==> config.mk <==
export PLATFORM = sky130hd
export DESIGN_NAME = pts_tx
export DESIGN_NICKNAME = d
export VERILOG_FILES = /design/src/rtl/pts_tx.sv
export SDC_FILE = /design/constraint.sdc
export NUM_CORES = 1
export LEC_CHECK = 0
export CAP_MARGIN = 20
export CORE_MARGIN = 3
export CORE_UTILIZATION = 51
export DETAILED_ROUTE_END_ITERATION = 10
export PLACE_DENSITY = 0.8
export SYNTH_ARGS = -nofsm -noshare
export SYNTH_HDL_FRONTEND = slang
export SYNTH_SLANG_ARGS = --single-unit
==> constraint.sdc <==
create_clock -name clk -period 1.69 [get_ports clk]
set_input_delay 0.2535 -clock clk [delete_from_list [all_inputs] [get_ports clk]]
set_output_delay 0.2535 -clock clk [all_outputs]
set_load 0.005 [all_outputs]
==> src/rtl/pts_tx.sv <==
`default_nettype none
// ============================================================================
// Module   : pts_tx
// Purpose  : Parallel-to-serial transmitter. Accepts a NUM_BITS-wide word
//            over a ready/load handshake and shifts it out LSB-first, one
//            bit per CLKS_PER_BIT-cycle bit period. The last cycle of every
//            bit period carries a one-cycle shift strobe, so the data/strobe
//            pair can drive a serial-to-parallel receiver's serial-data and
//            shift-enable inputs directly.
//
// Parameters:
//   NUM_BITS        word width in bits (>= 2)
//   CLKS_PER_BIT    clock cycles per serial bit period (>= 1)
//
// Ports:
//   clk              in   system clock, all state on the rising edge
//   n_rst            in   asynchronous active-low reset
//   tx_load          in   request to load tx_parallel (honoured only in IDLE)
//   tx_parallel      in   word to transmit, sampled on an accepted load
//   tx_abort         in   abandon the current transfer
//   tx_ready         out  a load presented this cycle will be accepted
//   tx_data          out  serial data bit (0 outside a transfer)
//   tx_shift_enable  out  one-cycle strobe, receiver samples tx_data now
//   tx_done          out  one-cycle pulse the cycle after the last strobe
//
// Revision : 1.0  initial release
// ============================================================================
module pts_tx #(
    parameter int NUM_BITS     = 128,
    parameter int CLKS_PER_BIT = 1
) (
    input  logic                clk,
    input  logic                n_rst,
    input  logic                tx_load,
    input  logic [NUM_BITS-1:0] tx_parallel,
    input  logic                tx_abort,
    output logic                tx_ready,
    output logic                tx_data,
    output logic                tx_shift_enable,
    output logic                tx_done
);

    // ------------------------------------------------------------------------
    // Counter widths. The period counter keeps at least one bit so that the
    // CLKS_PER_BIT = 1 case still has a legal (always-zero) counter; in that
    // case every SEND cycle is a strobe cycle.
    // ------------------------------------------------------------------------
    localparam int BIT_W = $clog2(NUM_BITS);
    localparam int PER_W = (CLKS_PER_BIT > 1) ? $clog2(CLKS_PER_BIT) : 1;

    localparam logic [BIT_W-1:0] c_last_bit = BIT_W'(NUM_BITS - 1);
    localparam logic [PER_W-1:0] c_last_per = PER_W'(CLKS_PER_BIT - 1);

    typedef enum logic [1:0] {
        ST_IDLE = 2'd0,
        ST_SEND = 2'd1,
        ST_DONE = 2'd2
    } state_t;

    state_t              r_state;
    logic [NUM_BITS-1:0] r_sr;
    logic [BIT_W-1:0]    r_bit_cnt;
    logic [PER_W-1:0]    r_per_cnt;

    // Last cycle of the current bit period while sending.
    logic w_strobe;
    assign w_strobe = (r_state == ST_SEND) && (r_per_cnt == c_last_per);

    // ------------------------------------------------------------------------
    // Control FSM and datapath. Abort is sampled on the clock edge, so a
    // strobe already visible in the abort cycle is not withdrawn; only the
    // transfer's future is cancelled.
    // ------------------------------------------------------------------------
    always_ff @(posedge clk or negedge n_rst) begin
        if (!n_rst) begin
            r_state   <= ST_IDLE;
            r_sr      <= '0;
            r_bit_cnt <= '0;
            r_per_cnt <= '0;
        end else begin
            case (r_state)
                ST_IDLE: begin
                    // A load that coincides with abort is treated as not
                    // having happened.
                    if (tx_load && !tx_abort) begin
                        r_sr      <= tx_parallel;
                        r_bit_cnt <= '0;
                        r_per_cnt <= '0;
                        r_state   <= ST_SEND;
                    end
                end

                ST_SEND: begin
                    if (tx_abort) begin
                        r_state   <= ST_IDLE;
                        r_sr      <= '0;
                        r_bit_cnt <= '0;
                        r_per_cnt <= '0;
                    end else if (w_strobe) begin
                        // Receiver takes the current bit on this edge, so
                        // the next bit moves into sr[0] right here.
                        r_sr      <= {1'b0, r_sr[NUM_BITS-1:1]};
                        r_per_cnt <= '0;
                        r_bit_cnt <= r_bit_cnt + 1'b1;
                        if (r_bit_cnt == c_last_bit) begin
                            r_state <= ST_DONE;
                        end
                    end else begin
                        r_per_cnt <= r_per_cnt + 1'b1;
                    end
                end

                ST_DONE: begin
                    // One-cycle done state; abort here simply lands in IDLE
                    // as well. Counters are cleared because the bit counter
                    // does not wrap to zero when NUM_BITS is not a power of
                    // two.
                    r_state   <= ST_IDLE;
                    r_bit_cnt <= '0;
                    r_per_cnt <= '0;
                end

                default: begin
                    r_state   <= ST_IDLE;
                    r_sr      <= '0;
                    r_bit_cnt <= '0;
                    r_per_cnt <= '0;
                end
            endcase
        end
    end

    // ------------------------------------------------------------------------
    // Outputs are pure decodes of registered state, so no input reaches an
    // output combinationally and reset forces them low/idle asynchronously.
    // ------------------------------------------------------------------------
    assign tx_ready        = (r_state == ST_IDLE);
    assign tx_data         = (r_state == ST_SEND) && r_sr[0];
    assign tx_shift_enable = w_strobe;
    assign tx_done         = (r_state == ST_DONE);

endmodule
`default_nettype wire

# [Yosys cells after proc, flatten, opt, wreduce, memory -nomap -nowiden]
# Cells that the tools add are included.
[op_classes] addsub=2 n_eq_ne=6 n_mux=17 bitwise=2 n_reduce_logical=8
[ops] op="two-way mux 128 bit" n=3
[ops] op="one-hot mux 128 bit (3 select lines)" n=1
[ops] op="two-way mux 7 bit" n=3
[ops] op="one-hot mux 7 bit (2 select lines)" n=1
[ops] op="two-way mux 2 bit" n=4
[ops] op="adder 7 x 1 -> 7 bit, second input constant" n=1
[ops] op="equality test 7 bit, second input constant" n=1
[ops] op="AND reduction 3 bit" n=2
[ops] op="one-hot mux 2 bit (2 select lines)" n=1
[ops] op="logical AND 1 bit" n=3
[ops] op="two-way mux 1 bit" n=3
[ops] op="!= test 3 x 2 -> 1 bit, second input constant" n=1
[ops] op="!= test 3 bit, second input constant" n=1
[ops] op="equality test 2 x 1 -> 1 bit, second input constant" n=1
[ops] op="equality test 2 bit, second input constant" n=1
[ops] op="zero test 2 bit" n=1
[ops] op="!= test 2 x 1 -> 1 bit, second input constant" n=1
[ops] op="inverter 1 bit" n=2
[ops] op="one-hot mux 1 bit (2 select lines)" n=1
[ops] op="AND reduction 2 bit" n=1
[ops] op="adder 1 bit, second input constant" n=1
[ops] op="zero test 1 bit" n=1
[word_totals] ff_bits=138 input_bits=132 out_inout_bits=4 elab_cells=39

# [Logic depth before layout (Yosys ltp)]
[logic_depth] depth_word=5 ltp_mapped=8 depth_no_buf=5

# [Worst setup path before layout]
# OpenSTA, ideal clock, no wires.
[synth_path] kind="register to register" from="register r_state[1]" to="register r_sr[81]" setup_time_ns=0.123 arrival_time_ns=1.429 required_ns=1.567 setup_slack_ns=0.138 path_stages_with_launch=8 n_path_buf=3 period_less_slack_ns=1.552 path_cell_list="dfrtp_1 nor2_1 a21oi_1 a31o_1 buf_2 buf_6 buf_6 o2bb2ai_2"
[synth_via] elab_chain_cells=4 elab_cells_between_ends=9 cone_classes="eq/ne: 4; mux: 1; bitwise: 1; reduce/logical: 3"
[synth_rtl] item="start, declared" line_no="60" rtl="state_t r_state;"
[synth_rtl] item="start signal, assigned" line_no="76" rtl="r_state <= ST_IDLE;"
[synth_rtl] item="start signal, assigned" line_no="89" rtl="r_state <= ST_SEND;"
[synth_rtl] item="start signal, assigned" line_no="95" rtl="r_state <= ST_IDLE;"
[synth_rtl] item="equality test 2 x 1 -> 1 bit" line_no="67, 81"
[synth_rtl] item="logical AND 1 bit" line_no="67" rtl="assign w_strobe = (r_state == ST_SEND) && (r_per_cnt == c_last_per);"
[synth_rtl] item="!= test 3 bit (no source line)"
[synth_rtl] item="AND reduction 3 bit (no source line)"
[synth_rtl] item="end signal, assigned" line_no="86" rtl="r_sr <= tx_parallel;"
[synth_rtl] item="end signal, assigned" line_no="102" rtl="r_sr <= {1'b0, r_sr[NUM_BITS-1:1]};"
[synth_rtl] item="end, declared" line_no="61" rtl="logic [NUM_BITS-1:0] r_sr;"
# Parallel ways exist; a longest one is shown, timed or not.
# A chain may end at the register's enable or synchronous reset.

# [Worst setup path in the final report]
[layout_path] from="register r_state[0]" to="output tx_data"
[layout_via] elab_chain_cells=2
[layout_rtl] item="equality test 2 x 1 -> 1 bit" line_no="138" rtl="assign tx_data = (r_state == ST_SEND) && r_sr[0];"
[layout_rtl] item="logical AND 1 bit" line_no="138"
[layout_rtl] item="end, declared" line_no="38" rtl="output logic tx_data,"
# Every way passes these cells.

==> results.yml <==
route:
  detail_route.iter0.violations: 434
  drt-vias-per-instance: 6.04
  wl_per_cell_um: 18.6
  routedLengthMet1_um: 7000
  vias: 5097
  drtAntennaViolNets: 0
  firstDrtPassIters: 5
  met3RoutedLength_um: 935
  route.final.wire_length_um: 15700
  met2WireLength_um: 7480
  top_layer_used: "met4"
  detail_route.drc_violations: 0
synthesis:
  synth-seq-cells: 138
  synth_largest_area_cell: "sky130_fd_sc_hd__dfrtp_1"
  syn_nets: 667
  syn-mean-instance-area_sq_um: 12.1
  syn_inst: 534
  ys_types: 28
  yosysWarningCount: 0
  synth_top_cells_by_area: "sky130_fd_sc_hd__dfrtp_1, sky130_fd_sc_hd__o2bb2ai_1, sky130_fd_sc_hd__a22oi_1, sky130_fd_sc_hd__o2bb2ai_2, sky130_fd_sc_hd__nor2b_1"
  yosysSeqAreaShare_pct: 53.6
  mapped_area_sq_um: 6440
  yosysTopAreaCellShare_pct: 53.6
pwr:
  internal_power_mw: 7.45
  sw_frac_of_total_pct: 26.1
  power.density_nw_per_um2: 1150
  power_leakage_nw: 3.47
  power.total_mw: 10.1
  seqPwrFrac_pct: 41.5
  clk_pwr_share_pct: 40.4
  p_sw_mw: 2.63
  worst_ir_drop_vdd_v: 0.000796
  combinationalPowerShare_pct: 18.1
layout:
  finalCoreUtilization_pct: 72.1
  layout_nets: 796
  areaGrowthSynthToFinish_pct: 36.2
  antenna-diode-count: 0
  post_route_cells_drive_above_1_share_pct: 15.2
sta:
  max_clock_freq_mhz: 621
  layout_worst_path_cycle_share_pct: 95.4
  max_slew.worst_pin.slew_ns: 0.374
  finalSetupViolations: 0
  rsz0062_at_grt: "false"
  finClkSkew_ns: 0.00471
  timing.setup.tns_ns: 0
  maxSlewHeadroom_pct: 75.1
  slew_violations: 0
  period_minus_slack_ns: 1.61
  final-hold-violation-count: 0
die:
  num_io_pins: 136
  die_y_um: 118
  die_area_sq_um: 14000
  fp.coreArea_sq_um: 12200
  initial_utilization_pct: 53.0
  placementRows: 40
  die_w_um: 118
global_route:
  pin_count_of_the_biggest_net_entering_global_routing: 61
  grt_pass1_wl_um: 26600
  grt.overflow.total: 0
  groute.usage.overall_pct: 23.3
  number_of_global_route_vias_before_repair: 5222
  antenna_violations_before_repair: 0
worst_setup_path:
  critPathRequiredTime_ns: 1.44
  cp_slowest_stage_delay_ns: 0.43
  timing.setup.critical_path_class: "register to output pin"
  critical_path.max_fanout: 4
  critPathCaptureType: "output pin"
  worstPathCellList: "buf_12 > nand2b_4 > nor2_2 > dlygate4sd2_1"
  critPathArrivalTime_ns: 1.36
  critPathSlowestCell: "sky130_fd_sc_hd__dfrtp_2"
  buffers_plus_inverters_on_the_worst_setup_path: 2
  top_cell_family_by_delay_on_the_critical_path: "flip-flops"
  timing.critical_path.from_type: "register"
clock_network:
  clk_latency_ns: 0.42
  cts_root_buffer: "sky130_fd_sc_hd__clkbuf_16"
  tritoncts.num_buffers: 17
  htree_levels: 4
  cts_tree: "done"
  cts.clk_slew.worst_paths_ns: 0.06
  cts_buffer_depth: 2
  cts_num_sinks: 138
placed_design:
  dp.final_hpwl_um: 10000
  globalplace.congestion: 0.787
  port-buffer-count: 135
flow_run:
  max-cap-violations: 0
status:
  result_of_the_run: "finished, final reports clean"
min_path:
  hold_path_class: "primary input to asynchronous set/reset pin"
==> area by class of cell <==
type / instances / area, sq um
Clock inverter: 12 / 195
Multi-Input combinational cell: 332 / 2700
Tap cell: 168 / 210
Inverter: 5 / 18.8
Clock buffer: 20 / 457
Fill cell: 839 / 3390
Timing Repair Buffer: 169 / 1740
Sequential cell: 138 / 3460
==> synthesized netlist by cell type <==
library cell / instances
sky130_fd_sc_hd__xnor2_1: 6
sky130_fd_sc_hd__clkbuf_1: 34
sky130_fd_sc_hd__nor4_1: 1
sky130_fd_sc_hd__a21o_1: 1
sky130_fd_sc_hd__inv_1: 5
sky130_fd_sc_hd__buf_1: 10
sky130_fd_sc_hd__nand3b_1: 1
sky130_fd_sc_hd__a21oi_1: 30
sky130_fd_sc_hd__nand2_1: 3
sky130_fd_sc_hd__buf_6: 10
sky130_fd_sc_hd__o2bb2ai_2: 30
sky130_fd_sc_hd__o2bb2ai_1: 97
sky130_fd_sc_hd__a22oi_1: 100
sky130_fd_sc_hd__a211oi_1: 5
sky130_fd_sc_hd__nor2_1: 12
sky130_fd_sc_hd__a31o_1: 1
sky130_fd_sc_hd__o31ai_1: 1
sky130_fd_sc_hd__o21ai_1: 1
sky130_fd_sc_hd__nor2b_1: 28
sky130_fd_sc_hd__dfrtp_1: 138
sky130_fd_sc_hd__ha_1: 1
sky130_fd_sc_hd__a32o_1: 2
sky130_fd_sc_hd__and3_1: 1
sky130_fd_sc_hd__nand3_1: 5
sky130_fd_sc_hd__buf_2: 5
sky130_fd_sc_hd__nand2b_1: 3
sky130_fd_sc_hd__o21ai_0: 2
sky130_fd_sc_hd__o211ai_1: 1
==> cells in the final DEF, fill, tap and decap left out, types with 3 or more instances in the layout <==
cell                                n
sky130_fd_sc_hd__dfrtp_1          136
sky130_fd_sc_hd__clkdlybuf4s50_1  130
sky130_fd_sc_hd__a22oi_1          100
sky130_fd_sc_hd__o2bb2ai_1         97
sky130_fd_sc_hd__a21oi_1           30
sky130_fd_sc_hd__o2bb2ai_2         30
sky130_fd_sc_hd__nor2b_1           28
sky130_fd_sc_hd__buf_4             22
sky130_fd_sc_hd__clkbuf_16         17
sky130_fd_sc_hd__nor2_1            10
sky130_fd_sc_hd__buf_12            10
sky130_fd_sc_hd__xnor2_1            6
sky130_fd_sc_hd__nand3_1            5
sky130_fd_sc_hd__a211oi_1           5
sky130_fd_sc_hd__bufinv_16          5
sky130_fd_sc_hd__inv_1              4
sky130_fd_sc_hd__clkinvlp_4         4
sky130_fd_sc_hd__nand2_1            3
sky130_fd_sc_hd__clkinv_2           3
sky130_fd_sc_hd__dlygate4sd2_1      3
==> cells by family after synthesis <==
family / count (synthesis) / synth area share, %
AO/OA/AOI/OAI: 271 / 35.8
flip-flops: 138 / 53.6
buffers and inverters: 64 / 4.99
AND/OR/NAND/NOR: 54 / 4.59
XOR/XNOR: 6 / 0.816
adder cells (fa/ha/maj): 1 / 0.194
==> worst paths after layout <==
kind / start / to / slack (ns) / cells past startpoint
max: r_state[0] / tx_data / 0.08 / 4
min: n_rst / r_sr[108] / 0.27 / 2
max reg2reg: r_state[0] / r_sr[23] / 0.11 / 6
min reg2reg: r_sr[16] / r_sr[16] / 0.49 / 1
max in group asynchronous: n_rst / r_state[0] / 0.75 / 3
min in group clk: r_sr[16] / r_sr[16] / 0.49 / 1
==> power by group through the flow <==
| stage | Clock, mW | Combinational [mW] | Sequential [mW] |
|---|---|---|---|
| global route | 4.27 | 2.01 | 4.24 |
| floorplan | 0 | 1.12 | 4.12 |
| detailed placement | 0 | 1.81 | 4.21 |
| global placement | 0 | 1.73 | 4.19 |
| finish | 4.07 | 1.83 | 4.18 |
| CTS | 4.14 | 1.83 | 4.18 |
==> per-stage QoR <==
step / std cells / cell area, sq um / setup WS (ns) / hold slack [ns]
global route: 844 / 8770 / 0.00488 / 0.276
detailed placement: 808 / 8060 / -0.0960 / 0.119
global placement: 808 / 8060 / -0.0598 / 0.116
CTS: 843 / 8750 / 0.0229 / 0.251
finish: 844 / 8770 / 0.0786 / 0.268
floorplan: 534 / 6440 / 0.138 / -0.0421
==> flip-flops by register name (all words and copies together) (netlist names) <==
name       cells
r_state        2
r_per_cnt      1
r_bit_cnt      7
r_sr         128
==> metal layers <==
metal  GRT usage, %  up-vias
li1               -     2355
met1           32.6     2547
met2           35.4      172
met3           6.51       23
met4           7.46        0
met5              0        -
==> worst register-to-register path, cell delays in order (launching register included) <==
cell and delay (ns):
sky130_fd_sc_hd__dfrtp_2 0.43, sky130_fd_sc_hd__buf_4 0.21, sky130_fd_sc_hd__inv_2 0.12, sky130_fd_sc_hd__nand2b_1 0.08, sky130_fd_sc_hd__a21o_4 0.25, sky130_fd_sc_hd__buf_12 0.18
sky130_fd_sc_hd__o2bb2ai_1 0.23
==> what timing repair did <==
action	in CTS	in global routing
endpoints found under the hold margin	110	0
resized for setup	7	4
setup endpoints to repair	4	7
hold buffers	1	0
pin swaps	0	0
buffers inserted	2	1
Note: power is estimated with default switching activity, not from simulation.
